$ cat src/rtl/pulse_train_sequencer.sv
// pulse_train_sequencer
// Runs a burst of optical trigger pulses around an external delay generator.
// A start in IDLE latches the burst configuration. Each pulse then goes
// through the same loop: arm the generator, wait for its expired flag, hold
// PL_out high for the programmed width, and (if more pulses remain) drop
// DL_launch for the programmed gap. Every output is a flop whose next value
// is computed alongside the next state, so outputs change exactly on the
// edge that enters the corresponding state.

module pulse_train_sequencer #(
    parameter int DW = 35,
    parameter int NW = 8,
    parameter int TW = 16
) (
    input  logic          clk_Seq,
    input  logic          rst_Seq_n,
    input  logic          start,
    input  logic          abort,
    input  logic [NW-1:0] n_pulses,
    input  logic [DW-1:0] delay_cfg,
    input  logic [TW-1:0] width_cfg,
    input  logic [TW-1:0] gap_cfg,
    input  logic          launch_PL,
    output logic          DL_launch,
    output logic [DW-1:0] delay,
    output logic          PL_out,
    output logic          busy,
    output logic          done,
    output logic [NW-1:0] pulse_cnt
);

    typedef enum logic [2:0] {
        ST_IDLE = 3'd0,
        ST_ARM  = 3'd1,
        ST_FIRE = 3'd2,
        ST_GAP  = 3'd3,
        ST_DONE = 3'd4
    } state_t;

    // Timer reload value for a programmed span: a zero span still lasts one
    // cycle, so the reload is max(cfg,1)-1 and the phase ends when the timer
    // reads zero.
    function automatic logic [TW-1:0] span_m1(input logic [TW-1:0] cfg);
        logic [TW-1:0] r;
        if (cfg == {TW{1'b0}}) begin
            r = {TW{1'b0}};
        end else begin
            r = cfg - {{(TW-1){1'b0}}, 1'b1};
        end
        return r;
    endfunction

    state_t        state_q,     state_d;
    logic [TW-1:0] tmr_q,       tmr_d;
    logic [NW-1:0] n_q,         n_d;
    logic [TW-1:0] width_q,     width_d;
    logic [TW-1:0] gap_q,       gap_d;
    logic [DW-1:0] delay_q,     delay_d;
    logic [NW-1:0] pulse_cnt_q, pulse_cnt_d;
    logic          dl_launch_q, dl_launch_d;
    logic          pl_out_q,    pl_out_d;
    logic          busy_q,      busy_d;
    logic          done_q,      done_d;

    logic [NW:0]   cnt_inc_s;
    logic          last_pulse_s;
    logic [NW-1:0] cnt_sat_s;
    logic          tmr_zero_s;
    logic [TW-1:0] tmr_dec_s;

    // Pulse-count arithmetic: one extra bit so the "this was the last pulse"
    // compare cannot wrap, and the increment saturates at the burst length.
    always_comb begin
        cnt_inc_s    = {1'b0, pulse_cnt_q} + {{NW{1'b0}}, 1'b1};
        last_pulse_s = (cnt_inc_s == {1'b0, n_q});
        if (pulse_cnt_q < n_q) begin
            cnt_sat_s = cnt_inc_s[NW-1:0];
        end else begin
            cnt_sat_s = pulse_cnt_q;
        end
        tmr_zero_s = (tmr_q == {TW{1'b0}});
        tmr_dec_s  = tmr_q - {{(TW-1){1'b0}}, 1'b1};
    end

    // Next-state and next-output logic for the burst sequencer.
    always_comb begin
        state_d     = state_q;
        tmr_d       = tmr_q;
        n_d         = n_q;
        width_d     = width_q;
        gap_d       = gap_q;
        delay_d     = delay_q;
        pulse_cnt_d = pulse_cnt_q;
        dl_launch_d = dl_launch_q;
        pl_out_d    = pl_out_q;
        busy_d      = busy_q;
        done_d      = 1'b0;

        case (state_q)
            ST_IDLE: begin
                dl_launch_d = 1'b0;
                pl_out_d    = 1'b0;
                if (start && !abort) begin
                    n_d         = n_pulses;
                    delay_d     = delay_cfg;
                    width_d     = width_cfg;
                    gap_d       = gap_cfg;
                    pulse_cnt_d = {NW{1'b0}};
                    busy_d      = 1'b1;
                    if (n_pulses == {NW{1'b0}}) begin
                        state_d = ST_DONE;
                        done_d  = 1'b1;
                    end else begin
                        state_d     = ST_ARM;
                        dl_launch_d = 1'b1;
                    end
                end else begin
                    busy_d = 1'b0;
                end
            end

            ST_ARM: begin
                if (abort) begin
                    state_d     = ST_IDLE;
                    dl_launch_d = 1'b0;
                    pl_out_d    = 1'b0;
                    busy_d      = 1'b0;
                end else if (launch_PL) begin
                    state_d     = ST_FIRE;
                    dl_launch_d = 1'b1;
                    pl_out_d    = 1'b1;
                    tmr_d       = span_m1(width_q);
                end else begin
                    dl_launch_d = 1'b1;
                end
            end

            ST_FIRE: begin
                if (abort) begin
                    state_d     = ST_IDLE;
                    dl_launch_d = 1'b0;
                    pl_out_d    = 1'b0;
                    busy_d      = 1'b0;
                end else if (tmr_zero_s) begin
                    pulse_cnt_d = cnt_sat_s;
                    pl_out_d    = 1'b0;
                    dl_launch_d = 1'b0;
                    if (last_pulse_s) begin
                        state_d = ST_DONE;
                        done_d  = 1'b1;
                    end else begin
                        state_d = ST_GAP;
                        tmr_d   = span_m1(gap_q);
                    end
                end else begin
                    tmr_d = tmr_dec_s;
                end
            end

            ST_GAP: begin
                if (abort) begin
                    state_d     = ST_IDLE;
                    dl_launch_d = 1'b0;
                    pl_out_d    = 1'b0;
                    busy_d      = 1'b0;
                end else if (tmr_zero_s) begin
                    state_d     = ST_ARM;
                    dl_launch_d = 1'b1;
                end else begin
                    tmr_d = tmr_dec_s;
                end
            end

            ST_DONE: begin
                state_d     = ST_IDLE;
                dl_launch_d = 1'b0;
                pl_out_d    = 1'b0;
                busy_d      = 1'b0;
            end

            default: begin
                state_d     = ST_IDLE;
                dl_launch_d = 1'b0;
                pl_out_d    = 1'b0;
                busy_d      = 1'b0;
            end
        endcase
    end

    // State, latched configuration and output registers; reset clears every
    // output without waiting for a clock edge.
    always_ff @(posedge clk_Seq or negedge rst_Seq_n) begin
        if (!rst_Seq_n) begin
            state_q     <= ST_IDLE;
            tmr_q       <= {TW{1'b0}};
            n_q         <= {NW{1'b0}};
            width_q     <= {TW{1'b0}};
            gap_q       <= {TW{1'b0}};
            delay_q     <= {DW{1'b0}};
            pulse_cnt_q <= {NW{1'b0}};
            dl_launch_q <= 1'b0;
            pl_out_q    <= 1'b0;
            busy_q      <= 1'b0;
            done_q      <= 1'b0;
        end else begin
            state_q     <= state_d;
            tmr_q       <= tmr_d;
            n_q         <= n_d;
            width_q     <= width_d;
            gap_q       <= gap_d;
            delay_q     <= delay_d;
            pulse_cnt_q <= pulse_cnt_d;
            dl_launch_q <= dl_launch_d;
            pl_out_q    <= pl_out_d;
            busy_q      <= busy_d;
            done_q      <= done_d;
        end
    end

    assign DL_launch = dl_launch_q;
    assign delay     = delay_q;
    assign PL_out    = pl_out_q;
    assign busy      = busy_q;
    assign done      = done_q;
    assign pulse_cnt = pulse_cnt_q;

endmodule

$ cat config.mk
export PLATFORM = sky130hd
export DESIGN_NAME = pulse_train_sequencer
export DESIGN_NICKNAME = d
export VERILOG_FILES = /design/src/rtl/pulse_train_sequencer.sv
export SDC_FILE = /design/constraint.sdc
export NUM_CORES = 1
export LEC_CHECK = 0
export CAP_MARGIN = 20
export CORE_MARGIN = 8
export CORE_UTILIZATION = 51
export DETAILED_ROUTE_END_ITERATION = 6
export PLACE_DENSITY = 0.81
export SLEW_MARGIN = 10
export SYNTH_ARGS = -nofsm -noshare
export SYNTH_HDL_FRONTEND = slang
export SYNTH_SLANG_ARGS = --single-unit
$ cat constraint.sdc
create_clock -name clk_Seq -period 3.5 [get_ports clk_Seq]
set_input_delay 0.35 -clock clk_Seq [delete_from_list [all_inputs] [get_ports clk_Seq]]
set_output_delay 0.35 -clock clk_Seq [all_outputs]
set_load 0.1 [all_outputs]
==> flow_metrics.tcl, run 1 <==
set metrics [dict create \
    cts.sinks 106 \
    cp-start-kind "flip-flop" \
    p_sw_mw 3.686 \
    wl_met2_um 7409 \
    drt-pass1-iter-count 4 \
    start_util_pct 52.61 \
    drt-vias-per-instance 5.714 \
    rsz0062_at_grt "no" \
    grt_max_degree 89 \
    ant_nets 0 \
    power_mw 7.366 \
    cp-end-kind "flip-flop" \
    clkLatencyLatePin_ps 350 \
    critPathSlowestCell "or3_1" \
    synth_cell_type_count 65 \
    die_x_um 122.2 \
    critPathMaxFanout 16 \
    status "finished, final reports clean" \
    syn_to_final_growth_pct 29.49 \
    cts_buffers 9 \
    grt_remaining_overflow 0 \
    h-tree-depth 3 \
    max_cap_violations 0 \
    met1Wirelength_um 5703 \
    grt.total_usage_pct 19.71 \
    worst-slew-pin-transition_ps 1019 \
    synth_area_leader_cell "dfrtp_1" \
    post-synth-top-count-cell "dfrtp_1" \
    die_area_mm2 0.01494 \
    worstPathCellList "or4_1, or3_1, nor4b_1, or3_1, o221ai_1, mux2_2" \
    ys_top_cells_by_area "dfrtp_1 (46%), mux2_2 (15%), nor2_1 (3.8%)" \
    clkPwrFrac_pct 14.1 \
    reg2reg_from "gap_q[9]" \
    synthTopCellsByCount "dfrtp_1 (106), mux2_2 (76), nor2_1 (59)" \
    cts_resized 0 \
    fmax_mhz 329.7 \
    final_core_util_pct 68.12 \
    num_vias 4571 \
    final-max-slew-violation-count 0 \
    worst_slack_ps 466.9 \
    cts.path.max_buffers 2 \
    p_seq_share_pct 31.6 \
    core_area_mm2 0.01094 \
    top_layer "met4" \
    layout.nets 750 \
    slew_headroom_pct 31.88 \
    worst_hold_slack_ps 504.2 \
    io_pins 127 \
    fin_crit_sh_pct 86.66 \
    critical_path_class "flip-flop to flip-flop" \
    syn_inst 534 \
    drc 0 \
    synth-seq-cells 106 \
    netSwitchingFraction_pct 50.04 \
    clk_pin_slew_ps 70 \
    ys.flop_type "dfrtp_1" \
    antenna_found_initial 0 \
    p_leak_nw 3.021 \
    grt_pass1_wl_um 23590 \
    worst_clock_skew_ps 7.724 \
    fin_setup_tns_ps 0 \
    yosysTopAreaCellShare_pct 46.11 \
    drt_iter0_drc 390 \
    die_h_um 122.2 \
    crit_top_cell "or3_1" \
    drive_gt1_share_pct 17.73 \
    hpwl_um 10730 \
    wl_met3_um 1102 \
    peakVddDrop_uv 996.8 \
    netlist_area_mm2 0.005753 \
    async_flop_share_pct 100.0 \
    cts_tree "yes" \
    place_ws_ps 539.0 \
    intPower_mw 3.680 \
    io_buffers 126 \
    wire_per_inst_um 18.06 \
    setup-violations-final 0 \
    cp.required_ps 3730 \
    synth_edf_count 0 \
    combPwrFrac_pct 54.4 \
    hold_viol 0 \
    syn_avg_cell_area_um2 10.77 \
    cp.arrival_ps 3270 \
    fin_crit_ps 3033 \
    grt_pass1_vias 4701 \
    crit_start "gap_q[9]" \
    ys_seq_area_share_pct 46.11 \
    fp-row-count 38 \
    gp_congestion 0.8792 \
    hold_class "primary input to async pin" \
    synth_fp_nets 629 \
    powerDensity_mw_per_mm2 988.8 \
    slowest_delay_ps 600 \
    antennaDiodeCount 0 \
    root_buffer "clkbuf_16" \
    wl_um 14450 \
    yosys_warnings 0 \
]
## flip-flops by register name (all words and copies together) (netlist names)
signal / flops
delay: 35
gap_q: 16
tmr_q: 16
width_q: 16
n_q: 8
pulse_cnt: 8
state_q: 3
DL_launch: 1
PL_out: 1
busy: 1
done: 1
## per-stage QoR
stage | instance area, um2 | std cells
floorplan | 5753 | 534
global placement | 7112 | 782
detailed placement | 7112 | 782
CTS | 7412 | 798
global route | 7450 | 800
finish | 7450 | 800
## power by group through the flow
stage          Clock, mW  Sequential, mW  Combinational [mW]
2_1_floorplan          0            3.83                1.44
3_3_place_gp           0            2.29                3.92
3_5_place_dp           0            2.33                3.99
4_1_cts             1.06            2.31                4.01
5_1_grt             1.10            2.41                4.24
6_report            1.04            2.32                4.01
## worst max-delay path, delay by kind of cell (launching register included)
kind,cells,cell delay [ps]
AO/OA/AOI/OAI,1,190
multiplexers,1,290
flip-flops,1,430
AND/OR/NAND/NOR,4,1990
## routing by layer
layer  GRT usage [%]  up-vias
met2           33.21      161
li1                -     2164
met4           6.093        0
met3           6.798       19
met1           23.30     2227
met5               0        -
## what timing repair did
action / CTS / global route
hold buffers: 0 / 1
hold endpoints to repair: 0 / 2
setup buffers: 0 / 0
## layout by cell type (no fill, tap or decap), drive strengths merged, types with 6 or more instances in the layout
cell,count
nor4,10
xor2,19
o22ai,10
nand3,10
inv,24
xnor2,22
a21oi,12
ha,15
buf,6
o21ai,31
a31oi,6
nor3,19
nor2,59
clkdlybuf4s50,125
clkbuf,10
or3,7
or4,6
nand2,21
mux2,76
dfrtp,106
## logic make-up after synthesis
| kind of cell | after synthesis | synth area share, % |
|---|---|---|
| AO/OA/AOI/OAI | 90 | 10.92 |
| XOR/XNOR | 41 | 6.242 |
| adder cells (fa/ha/maj) | 15 | 3.262 |
| buffers and inverters | 43 | 3.719 |
| flip-flops | 106 | 46.11 |
| multiplexers | 79 | 15.40 |
| AND/OR/NAND/NOR | 160 | 14.35 |
## final timing paths
path                                end  slack [ps]  cells after the start
max                           tmr_q[11]         470                      6
min                           delay[32]         500                      2
max reg2reg                   tmr_q[11]         470                      6
min reg2reg                   delay[10]         510                      1
max in group asynchronous  pulse_cnt[0]        2060                      4
min in group clk_Seq          delay[10]         510                      1
## final cells by class
| class | instances | area, um2 |
|---|---|---|
| clock inverter | 6 | 71.32 |
| multi-input combinational | 385 | 2904 |
| sequential | 106 | 2653 |
| inverter | 21 | 78.83 |
| clock buffer | 10 | 229.0 |
| tap | 140 | 175.2 |
| timing repair buffer | 132 | 1339 |
| fill | 832 | 3486 |
Power figures use the tool's default switching activity.
==> inputs of run 2 (changes only) <==
--- a/config.mk
+++ b/config.mk
@@ -10,6 +10,7 @@
 export CORE_UTILIZATION = 51
 export DETAILED_ROUTE_END_ITERATION = 6
 export PLACE_DENSITY = 0.81
+export REMOVE_ABC_BUFFERS = 1
 export SLEW_MARGIN = 10
 export SYNTH_ARGS = -nofsm -noshare
 export SYNTH_HDL_FRONTEND = slang
==> flow_metrics.tcl, run 2 (synthesis results as in run 1) <==
set metrics [dict create \
    status "finished, final reports clean" \
    num_vias 4455 \
    cts.path.max_buffers 2 \
    grt_remaining_overflow 0 \
    syn_to_final_growth_pct 29.40 \
    die_x_um 122.2 \
    worst_slack_ps 357.3 \
    drt-vias-per-instance 5.569 \
    critPathSlowestCell "or3_1" \
    io_buffers 126 \
    gp_congestion 0.8466 \
    cp.arrival_ps 3380 \
    grt_use_met1_pct 24.14 \
    largest_reg_flops 35 \
    fin_crit_sh_pct 89.79 \
    final_core_util_pct 68.08 \
    grt_pass1_wl_um 23220 \
    final-max-slew-violation-count 0 \
    clk_pin_slew_ps 70 \
    io_pins 127 \
    final_cells 800 \
    wire_per_inst_um 17.65 \
    fmax_mhz 318.2 \
    worstPathCellList "or4_1, or3_1, nor4b_1, or3_1, o221ai_1, mux2_2" \
    cts.sinks 106 \
    place_inst 784 \
    hold_viol 0 \
    antennaDiodeCount 0 \
    start_util_pct 52.61 \
    powerDensity_mw_per_mm2 992.1 \
    busiest_layer "met2" \
    cp-end-kind "flip-flop" \
    clkLatencyLatePin_ps 350 \
    fin_area_mm2 0.007445 \
    fp-row-count 38 \
    die_area_mm2 0.01494 \
    layout.nets 750 \
    cts_buffers 9 \
    cp_num_buf_inv 0 \
    layout_common_cells "clkdlybuf4s50_1 (125), dfrtp_1 (106), mux2_2 (76)" \
    grt.total_usage_pct 19.38 \
    root_buffer "clkbuf_16" \
    cts_tree "yes" \
    worst_clock_skew_ps 9.725 \
    slew_headroom_pct 32.73 \
    slowest_delay_ps 600 \
    cp-start-kind "flip-flop" \
    drt-pass1-iter-count 4 \
    use_met2_pct 31.77 \
    die_h_um 122.2 \
    drc 0 \
    cts-hold-fix-buffers 0 \
    cp.required_ps 3740 \
    core_area_mm2 0.01094 \
    rsz0062_at_grt "no" \
    cts_resized 0 \
    critPathMaxFanout 16 \
    max_cap_violations 0 \
    h-tree-depth 3 \
    fin_crit_ps 3143 \
    hold_class "primary input to async pin" \
    drt_iter0_drc 303 \
    grt_max_degree 77 \
    worst-slew-pin-transition_ps 1006 \
    wl_um 14120 \
    peakVddDrop_uv 920.9 \
    drive_gt1_share_pct 17.88 \
    crit_top_cell "or3_1" \
    grt_pass1_vias 4566 \
    ant_nets 0 \
    use_met3_pct 3.996 \
    post_cts_buffers 0 \
    setup-violations-final 0 \
    p_leak_nw 3.017 \
    mostFrequentLayoutCell "clkdlybuf4s50_1" \
    worst_hold_slack_ps 153.3 \
    critPathTopFamily "simple AND/OR/NAND/NOR gates" \
    critical_path_class "flip-flop to flip-flop" \
    place_area_mm2 0.007127 \
    place_ws_ps 413.9 \
    antenna_found_initial 0 \
    hpwl_um 10610 \
]
==> run 2: cell count changes in the layout (fill, tap and decap cells not counted), sizes merged <==
cell         previous run  this run
inv                    24        22
buf                     6         7
bufinv                  1         2
clkinvlp                1         2
dlygate4sd3             1         0
==> run 2: final timing paths <==
| path | from | to | slack, ps | cells after the start |
|---|---|---|---|---|
| max | gap_q[9] | tmr_q[11] | 360 | 6 |
| min | rst_Seq_n | width_q[12] | 150 | 1 |
| max reg2reg | gap_q[9] | tmr_q[11] | 360 | 6 |
| min reg2reg | delay[33] | delay[33] | 500 | 1 |
| max in group asynchronous | rst_Seq_n | delay[0] | 2520 | 2 |
| min in group clk_Seq | delay[33] | delay[33] | 500 | 1 |
==> run 2: area by class of cell <==
type | instances | area [um2]
fill | 835 | 3491
multi-input combinational | 385 | 2904
sequential | 106 | 2653
timing repair buffer | 132 | 1316
clock buffer | 10 | 229.0
tap | 140 | 175.2
clock inverter | 6 | 88.84
inverter | 21 | 78.83
==> run 2: worst register-to-register path, delay by kind of cell, from the launching register on <==
kind               cells  cell delay [ps]
muxes                  1              320
and+or+nand+nor        4             1990
DFF                    1              450
AOI/OAI and AO/OA      1              270
==> run 2: routing by layer <==
| metal | vias up | part of all wire [%] |
|---|---|---|
| met5 | - | 0 |
| met4 | 0 | 2.5 |
| met3 | 26 | 4.7 |
| met2 | 108 | 51 |
| met1 | 2160 | 42 |
| li1 | 2161 | - |
==> run 2: metrics by stage <==
stage	power, mW	TNS, ps
after floorplan	5.254	-12810
after global placement	6.180	0
after detailed placement	6.306	0
after CTS	7.422	0
after global routing	7.760	0
final	7.386	0
==> run 2: where the power goes <==
| part | switching [mW] | internal (mW) | leakage, nW |
|---|---|---|---|
| Clock | 0.462 | 0.629 | 0.149 |
| Combinational | 2.63 | 1.34 | 1.58 |
| Sequential | 0.545 | 1.78 | 1.29 |
